### src/rtl/mc_pkg.sv
// Shared types and encodings for the multicycle control FSM.
// Optional jump support is enabled by defining MC_JUMP_EN.
package mc_pkg;

    typedef enum logic [3:0] {
        S_FETCH,
        S_DECODE,
        S_MEMADR,
        S_MEMRD,
        S_MEMWB,
        S_MEMWR,
        S_EXEC,
        S_ALUWB,
        S_BRANCH,
        S_ADDIEX,
        S_ADDIWB
`ifdef MC_JUMP_EN
        , S_JUMP
`endif
    } state_t;

    localparam logic [5:0] OP_RTYPE = 6'b000000;
    localparam logic [5:0] OP_LW    = 6'b100011;
    localparam logic [5:0] OP_SW    = 6'b101011;
    localparam logic [5:0] OP_BEQ   = 6'b000100;
    localparam logic [5:0] OP_ADDI  = 6'b001000;
    localparam logic [5:0] OP_J     = 6'b000010;

    localparam logic [5:0] FN_ADD = 6'b100000;
    localparam logic [5:0] FN_SUB = 6'b100010;
    localparam logic [5:0] FN_AND = 6'b100100;
    localparam logic [5:0] FN_OR  = 6'b100101;
    localparam logic [5:0] FN_SLT = 6'b101010;
    localparam logic [5:0] FN_NOR = 6'b100111;
    localparam logic [5:0] FN_MUL = 6'b011000;
    localparam logic [5:0] FN_DIV = 6'b011010;

    localparam logic [2:0] ALU_AND = 3'b000;
    localparam logic [2:0] ALU_OR  = 3'b001;
    localparam logic [2:0] ALU_ADD = 3'b010;
    localparam logic [2:0] ALU_MUL = 3'b011;
    localparam logic [2:0] ALU_NOR = 3'b100;
    localparam logic [2:0] ALU_DIV = 3'b101;
    localparam logic [2:0] ALU_SUB = 3'b110;
    localparam logic [2:0] ALU_SLT = 3'b111;

    localparam logic [1:0] SRCB_B     = 2'b00;
    localparam logic [1:0] SRCB_FOUR  = 2'b01;
    localparam logic [1:0] SRCB_IMM   = 2'b10;
    localparam logic [1:0] SRCB_IMMSH = 2'b11;

    localparam logic [1:0] PCSRC_ALU    = 2'b00;
    localparam logic [1:0] PCSRC_ALUOUT = 2'b01;
    localparam logic [1:0] PCSRC_JUMP   = 2'b10;

endpackage

### src/rtl/mc_alu_decoder.sv
// R-type funct to ALU operation decoder.
// Unknown funct codes fall back to ADD and drop valid.
module mc_alu_decoder
    import mc_pkg::*;
(
    input  logic [5:0] funct,
    output logic [2:0] alu_control,
    output logic       valid
);

    always_comb begin
        alu_control = ALU_ADD;
        valid       = 1'b1;
        unique case (funct)
            FN_ADD:  alu_control = ALU_ADD;
            FN_SUB:  alu_control = ALU_SUB;
            FN_AND:  alu_control = ALU_AND;
            FN_OR:   alu_control = ALU_OR;
            FN_SLT:  alu_control = ALU_SLT;
            FN_NOR:  alu_control = ALU_NOR;
            FN_MUL:  alu_control = ALU_MUL;
            FN_DIV:  alu_control = ALU_DIV;
            default: valid       = 1'b0;
        endcase
    end

endmodule

### src/rtl/mc_control_fsm.sv
// Multicycle MIPS-style control unit (Moore FSM).
// Define MC_JUMP_EN to add the j instruction.
module mc_control_fsm
    import mc_pkg::*;
(
    input  logic       clk,
    input  logic       rst_n,
    input  logic [5:0] op,
    input  logic [5:0] funct,
    input  logic       zero,
    output logic       pc_en,
    output logic       iord,
    output logic       ir_write,
    output logic       mem_write,
    output logic       reg_write,
    output logic       reg_dst,
    output logic       mem_to_reg,
    output logic       alu_src_a,
    output logic [1:0] alu_src_b,
    output logic [2:0] alu_control,
    output logic [1:0] pc_src,
    output logic       instr_done,
    output logic       illegal_op
);

    state_t     state;
    logic [2:0] fn_ctl;
    logic       fn_valid;
    logic       pc_write;
    logic       branch;

    mc_alu_decoder u_alu_dec (
        .funct       (funct),
        .alu_control (fn_ctl),
        .valid       (fn_valid)
    );

    always_ff @(posedge clk or negedge rst_n) begin
        if (!rst_n) begin
            state      <= S_FETCH;
            illegal_op <= 1'b0;
        end else begin
            unique case (state)
                S_FETCH: state <= S_DECODE;
                S_DECODE: begin
                    unique case (op)
                        OP_LW, OP_SW: state <= S_MEMADR;
                        OP_RTYPE:     state <= S_EXEC;
                        OP_BEQ:       state <= S_BRANCH;
                        OP_ADDI:      state <= S_ADDIEX;
`ifdef MC_JUMP_EN
                        OP_J:         state <= S_JUMP;
`endif
                        default: begin
                            state      <= S_FETCH;
                            illegal_op <= 1'b1;
                        end
                    endcase
                end
                S_MEMADR: state <= (op == OP_SW) ? S_MEMWR : S_MEMRD;
                S_MEMRD:  state <= S_MEMWB;
                S_EXEC: begin
                    state <= S_ALUWB;
                    if (!fn_valid)
                        illegal_op <= 1'b1;
                end
                S_ADDIEX: state <= S_ADDIWB;
                default:  state <= S_FETCH;
            endcase
        end
    end

    always_comb begin
        pc_write    = 1'b0;
        branch      = 1'b0;
        iord        = 1'b0;
        ir_write    = 1'b0;
        mem_write   = 1'b0;
        reg_write   = 1'b0;
        reg_dst     = 1'b0;
        mem_to_reg  = 1'b0;
        alu_src_a   = 1'b0;
        alu_src_b   = SRCB_B;
        alu_control = ALU_ADD;
        pc_src      = PCSRC_ALU;
        instr_done  = 1'b0;
        case (state)
            S_FETCH: begin
                ir_write  = 1'b1;
                pc_write  = 1'b1;
                alu_src_b = SRCB_FOUR;
            end
            S_DECODE: alu_src_b = SRCB_IMMSH;
            S_MEMADR: begin
                alu_src_a = 1'b1;
                alu_src_b = SRCB_IMM;
            end
            S_MEMRD: iord = 1'b1;
            S_MEMWB: begin
                mem_to_reg = 1'b1;
                reg_write  = 1'b1;
                instr_done = 1'b1;
            end
            S_MEMWR: begin
                iord       = 1'b1;
                mem_write  = 1'b1;
                instr_done = 1'b1;
            end
            S_EXEC: begin
                alu_src_a   = 1'b1;
                alu_control = fn_ctl;
            end
            S_ALUWB: begin
                reg_dst    = 1'b1;
                reg_write  = 1'b1;
                instr_done = 1'b1;
            end
            S_BRANCH: begin
                alu_src_a   = 1'b1;
                alu_control = ALU_SUB;
                branch      = 1'b1;
                pc_src      = PCSRC_ALUOUT;
                instr_done  = 1'b1;
            end
            S_ADDIEX: begin
                alu_src_a = 1'b1;
                alu_src_b = SRCB_IMM;
            end
            S_ADDIWB: begin
                reg_write  = 1'b1;
                instr_done = 1'b1;
            end
`ifdef MC_JUMP_EN
            S_JUMP: begin
                pc_write   = 1'b1;
                pc_src     = PCSRC_JUMP;
                instr_done = 1'b1;
            end
`endif
            default: ;
        endcase
        // Reset holds FETCH muxing but must never let a write through.
        if (!rst_n) begin
            pc_write   = 1'b0;
            branch     = 1'b0;
            ir_write   = 1'b0;
            mem_write  = 1'b0;
            reg_write  = 1'b0;
            instr_done = 1'b0;
        end
    end

    assign pc_en = pc_write | (branch & zero);

endmodule

### config.mk
export PLATFORM = sky130hd
export DESIGN_NAME = mc_control_fsm
export DESIGN_NICKNAME = d
export VERILOG_FILES = /design/src/rtl/mc_pkg.sv /design/src/rtl/mc_alu_decoder.sv /design/src/rtl/mc_control_fsm.sv
export SDC_FILE = /design/constraint.sdc
export NUM_CORES = 1
export LEC_CHECK = 0
export ABC_CLOCK_PERIOD_IN_PS = 1500
export CORE_AREA = 8 8 45 47
export DETAILED_ROUTE_END_ITERATION = 8
export DIE_AREA = 0 0 53 55
export DONT_BUFFER_PORTS = 1
export GPL_TIMING_DRIVEN = 0
export PLACE_DENSITY_LB_ADDON = 0.08
export SLEW_MARGIN = 10
export SYNTH_ARGS = -nofsm -noshare
export SYNTH_HDL_FRONTEND = slang
export SYNTH_SLANG_ARGS = --single-unit
export TNS_END_PERCENT = 5
### constraint.sdc
create_clock -name clk -period 1.5 [get_ports clk]
set_input_delay 0.3 -clock clk [delete_from_list [all_inputs] [get_ports clk]]
set_output_delay 0.3 -clock clk [all_outputs]
set_load 0.1 [all_outputs]
**Word level (Yosys, flattened, before mapping)**

Cells that the tools add are included.

- Flip-flop bits (word level): 5
- Input port bits: 15
- Output and inout port bits: 17
- Logic and storage cells: 65

- Equality and inequality tests: 24
- Mux-type cells: 25
- Bitwise gates (word level): 2
- Reduce and logical (&&, ||, !) cells: 12

Operators with widths:

| operator | number |
|---|---|
| equality test 6 bit, second input constant | 8 |
| case mux 4 bit (6 select lines) | 1 |
| case mux 3 bit (7 select lines) | 1 |
| two-way mux 1 bit | 18 |
| equality test 4 x 3 -> 1 bit, second input constant | 4 |
| case mux 4 bit (4 select lines) | 1 |
| equality test 4 bit, second input constant | 3 |
| equality test 6 x 5 -> 1 bit, second input constant | 2 |
| OR reduction 5 bit | 2 |
| equality test 4 x 2 -> 1 bit, second input constant | 2 |
| OR reduction 8 bit | 1 |
| equality test 6 x 3 -> 1 bit, second input constant | 1 |
| equality test 6 x 4 -> 1 bit, second input constant | 1 |
| logical NOT 6 bit | 1 |
| case mux 2 bit (3 select lines) | 1 |
| case mux 3 bit (2 select lines) | 1 |
| OR reduction 2 bit | 3 |
| equality test 4 x 1 -> 1 bit, second input constant | 1 |
| logical NOT 4 bit | 1 |
| != test 2 bit, second input constant | 2 |
| OR reduction 4 bit | 1 |
| two-way mux 3 bit | 1 |
| AND reduction 3 bit | 1 |
| OR reduction 3 bit | 1 |
| 4 further kinds | 4 |

**Logic depth before layout (Yosys ltp)**

- Depth in word-level cells: 5
- Gate-level depth with buffers: 5
- Depth with buffers taken out: 4

**Hierarchy**

From an unflattened synthesis, not the netlist that was laid out.

- Cells, all modules: 87
- Area, all modules: 634.4 µm²

Modules (own cells, without submodules):

| module | times used | cells an instance | area each (µm²) | sequential area each (µm²) |
|---|---|---|---|---|
| mc_control_fsm | 1 | 68 | 506.7 | 125.1 |
| mc_alu_decoder | 1 | 19 | 127.6 | 0.0 |

**Worst setup path before layout**

No wires, ideal clock.

- Path kind: register -> output
- Start point: register state[2]
- End point: output port iord
- Data arrival time: 2.784 ns
- Required time: 1.200 ns
- Setup slack: -1.584 ns
- Stages on the path, launching flop included: 4
- Path buffers: 1
- Path through: dfrtp_1 > clkbuf_1 > xnor2_1 > nor3_1

- Longest elaborated chain between the ends: 3
- Elaborated cells on any way between the ends: 4
- Those cells by class: eq/ne (2); mux (1); reduce/logical (1)

Ends and longest elaborated chain:

| element | RTL line | source |
|---|---|---|
| from (decl) | mc_control_fsm.sv:26 | `state_t state;` |
| from (signal assigned) | mc_control_fsm.sv:60 | `S_MEMADR: state <= (op == OP_SW) ? S_MEMWR : S_MEMRD;` |
| equality test 4 x 3 -> 1 bit or equality test 4 x 2 -> 1 bit (tied branches) | mc_control_fsm.sv:87 | `case (state)` |
| OR reduction 2 bit (no line) (*) | - |  |
| two-way mux 1 bit (*) | mc_control_fsm.sv:87 |  |
| to (decl) | mc_control_fsm.sv:12 | `output logic iord,` |

Mark *: on every way between the ends. The rest lies on a longest branch, timed or not.

**Worst setup path in the final report**

- Start point: register state[0]
- End point: output port ir_write

- Longest elaborated chain between the ends: 3

Ends and longest elaborated chain:

| element | RTL line | source |
|---|---|---|
| logical NOT 4 bit | mc_control_fsm.sv:87 |  |
| two-way mux 1 bit | mc_control_fsm.sv:87 |  |
| two-way mux 1 bit | mc_control_fsm.sv:143 | `if (!rst_n) begin` |
| to (decl) | mc_control_fsm.sv:13 | `output logic ir_write,` |

Every way passes these cells.

==> results.sh <==
export IMPL_status="finished with violations"
export IMPL_violations="negative setup slack"
export IMPL_setup_slack_ns=-0.599
export IMPL_stdcell_count=112
export IMPL_required_ns=1.20
export IMPL_yosys_warnings=0
export IMPL_final_common_cell="buf_4"
export IMPL_synth_cell_types=35
export IMPL_skew_ns=0.00559
export IMPL_synth_cells=84
export IMPL_final_cell_mix="buf_4 (7), nor3_4 (6), nand2_1 (6)"
export IMPL_fin_crit_ns=2.10
export IMPL_gp_congestion=0.751
export IMPL_design_area_um2=907
export IMPL_end_kind="primary output"
export IMPL_grt_start_max_net_pins=10
export IMPL_synth_area_leaders="dfrtp_1 (22%), nor2_1 (6.5%), nor3_1 (6.0%), nor2b_1 (5.4%), nand2_1 (5.2%)"
export IMPL_drt_initial_drc_count=9
export IMPL_cts_buffers_inserted=3
export IMPL_hold_class="input pin to flop"
export IMPL_ys_async_sr_fraction_pct=100
export IMPL_layout_nets=112
export IMPL_clock_root_buffer="clkbuf_4"
export IMPL_synthesis_nets=99
export IMPL_maxCapViolCount=0
export IMPL_irDropWorstVdd_uv=1260
export IMPL_arrival_ns=1.80
export IMPL_h_tree_depth=1
export IMPL_yosysSeqAreaShare_pct=21.5
export IMPL_dp_slack_ns=-0.533
export IMPL_die_y_um=55
export IMPL_grt_antenna_before_repair=0
export IMPL_n_antenna_cell=0
export IMPL_cts_buffer_depth=2
export IMPL_p_leak_nw=0.337
export IMPL_dr_pass1_iters=4
export IMPL_die_x_um=53
export IMPL_synth_edf_count=0
export IMPL_cts_sinks=5
export IMPL_drt_wl_total_mm=1.88
export IMPL_fin_crit_sh_pct=140
export IMPL_die_area_mm2=0.00292
export IMPL_rsz0062_at_grt="yes"
export IMPL_setup_violations_final=15
export IMPL_grt_ovfl_total=0
export IMPL_critPathMaxFanout=5
export IMPL_areaGrowthSynthToFinish_pct=55.9
export IMPL_hold_viol=0
export IMPL_drive_gt1_share_pct=45.8
export IMPL_dpl_cell_count=100
export IMPL_start_util_pct=42.0
export IMPL_ant_nets=0
export IMPL_post_dp_cell_area_um2=744
export IMPL_synth_top_area_cell="dfrtp_1"
export IMPL_critPathKind="flop to primary output"
export IMPL_grt_pass1_vias=728
export IMPL_netlist_area_um2=582
export IMPL_clk_pin_slew_ns=0.05
export IMPL_vias=686
export IMPL_cts_tree="yes"
export IMPL_grt_pass1_wl_mm=3.11
export IMPL_numPortBuffers=0
export IMPL_fmax_mhz=476
export IMPL_dp_hpwl_mm=1.34
export IMPL_ys_seq_elements=5
export IMPL_final_util_pct=65.6
export IMPL_viasPerCell=6.13
export IMPL_synthFlopType="dfrtp_1"
export IMPL_p_per_area_mw_per_mm2=1790
export IMPL_clock_latency_ns=0.25
export IMPL_worstMarginPinSlew_ns=0.999
export IMPL_route_detailed_drc=0
export IMPL_num_io_pins=32
export IMPL_yosysTopAreaCellShare_pct=21.5
export IMPL_avgRoutedWirePerCell_um=16.8
export IMPL_synth_area_per_cell_um2=6.93
export IMPL_maxSlewHeadroom_pct=33.2
export IMPL_placementRows=14
export IMPL_startpoint_type="flop"
export IMPL_core_mm2=0.00138
export IMPL_drv_slew=0
export IMPL_grt_usage_pct=13.9
## Yosys cell counts (2+ instances only)
library cell  instances
a21oi_1               5
and3b_1               2
buf_4                 2
clkbuf_1              2
dfrtp_1               5
inv_1                 4
nand2_1               8
nand2b_1              3
nand3_1               4
nor2_1               10
nor2b_1               5
nor3_1                7
o21ai_0               5
## critical path: stages, from the launching register on
cell and delay (ns):
dfrtp_1 0.39, buf_6 0.14, or4_4 0.52, nor2_4 0.49
## registers in the layout (all words and copies together) (netlist names)
register    count
state           4
illegal_op      1
## report_power, final
group	switching (W)	leakage [nW]	internal (W)
sequential	0.0000181	0.0616	0.000162
clock	0.0000596	0.0150	0.000101
combinational	0.000955	0.261	0.000327
total	0.00103	0.337	0.000590
## per-stage QoR
step | power, W | hold slack [ns] | setup TNS [ns]
2_1_floorplan | 0.00119 | 0.00441 | -3.94
3_3_place_gp | 0.00126 | 0.00460 | -5.69
3_5_place_dp | 0.00127 | 0.00465 | -5.69
4_1_cts | 0.00161 | 0.218 | -6.88
5_1_grt | 0.00170 | 0.214 | -7.79
6_report | 0.00162 | 0.211 | -6.87
## kinds of logic (layout without fill, tap and decap cells)
group                     after synthesis  in the layout  share of synthesized area (%)
AOI/OAI and AO/OA                      19             19                           22.6
xor gates and xnor gates                2              2                           3.01
buffers and inverters                   9             21                           7.31
DFF                                     5              5                           21.5
other                                   1              1                          0.645
and+or+nand+nor                        48             48                           45.0
## final cells by class
type / instances / area, um^2
sequential: 5 / 126
timing repair buffer: 8 / 66.3
inverter: 4 / 18.8
tap: 16 / 20.0
multi-input combinational: 70 / 592
clock buffer: 4 / 26.3
fill: 136 / 477
buffer: 5 / 57.6
## layer usage
metal  vias up  wire length (um)  GRT usage, %
li1        335                 -             -
met1       322               762          15.1
met2        23               905          23.4
met3         6               188          6.15
met4         0                27          5.17
met5         -                 0             0
## path summary, 6_finish.rpt
kind	start	to	slack (ns)	cells after the start
max in group asynchronous	rst_n	illegal_op	0.92	1
hold reg to reg	state[3]	state[2]	0.71	3
setup / recovery	state[0]	ir_write	-0.60	3
setup reg to reg	state[1]	illegal_op	0.12	5
min in group asynchronous	rst_n	state[0]	0.36	1
hold / removal	op[3]	state[0]	0.21	2
## what timing repair did
action | in CTS | in global routing
hold buffers | 1 | 0
pin swaps | 10 | 5
setup buffers | 7 | 0
endpoints found under the hold margin | 5 | 0
gates resized for setup | 18 | 3
endpoints found under the setup margin | 16 | 16
(Power assumes the default switching activity.)
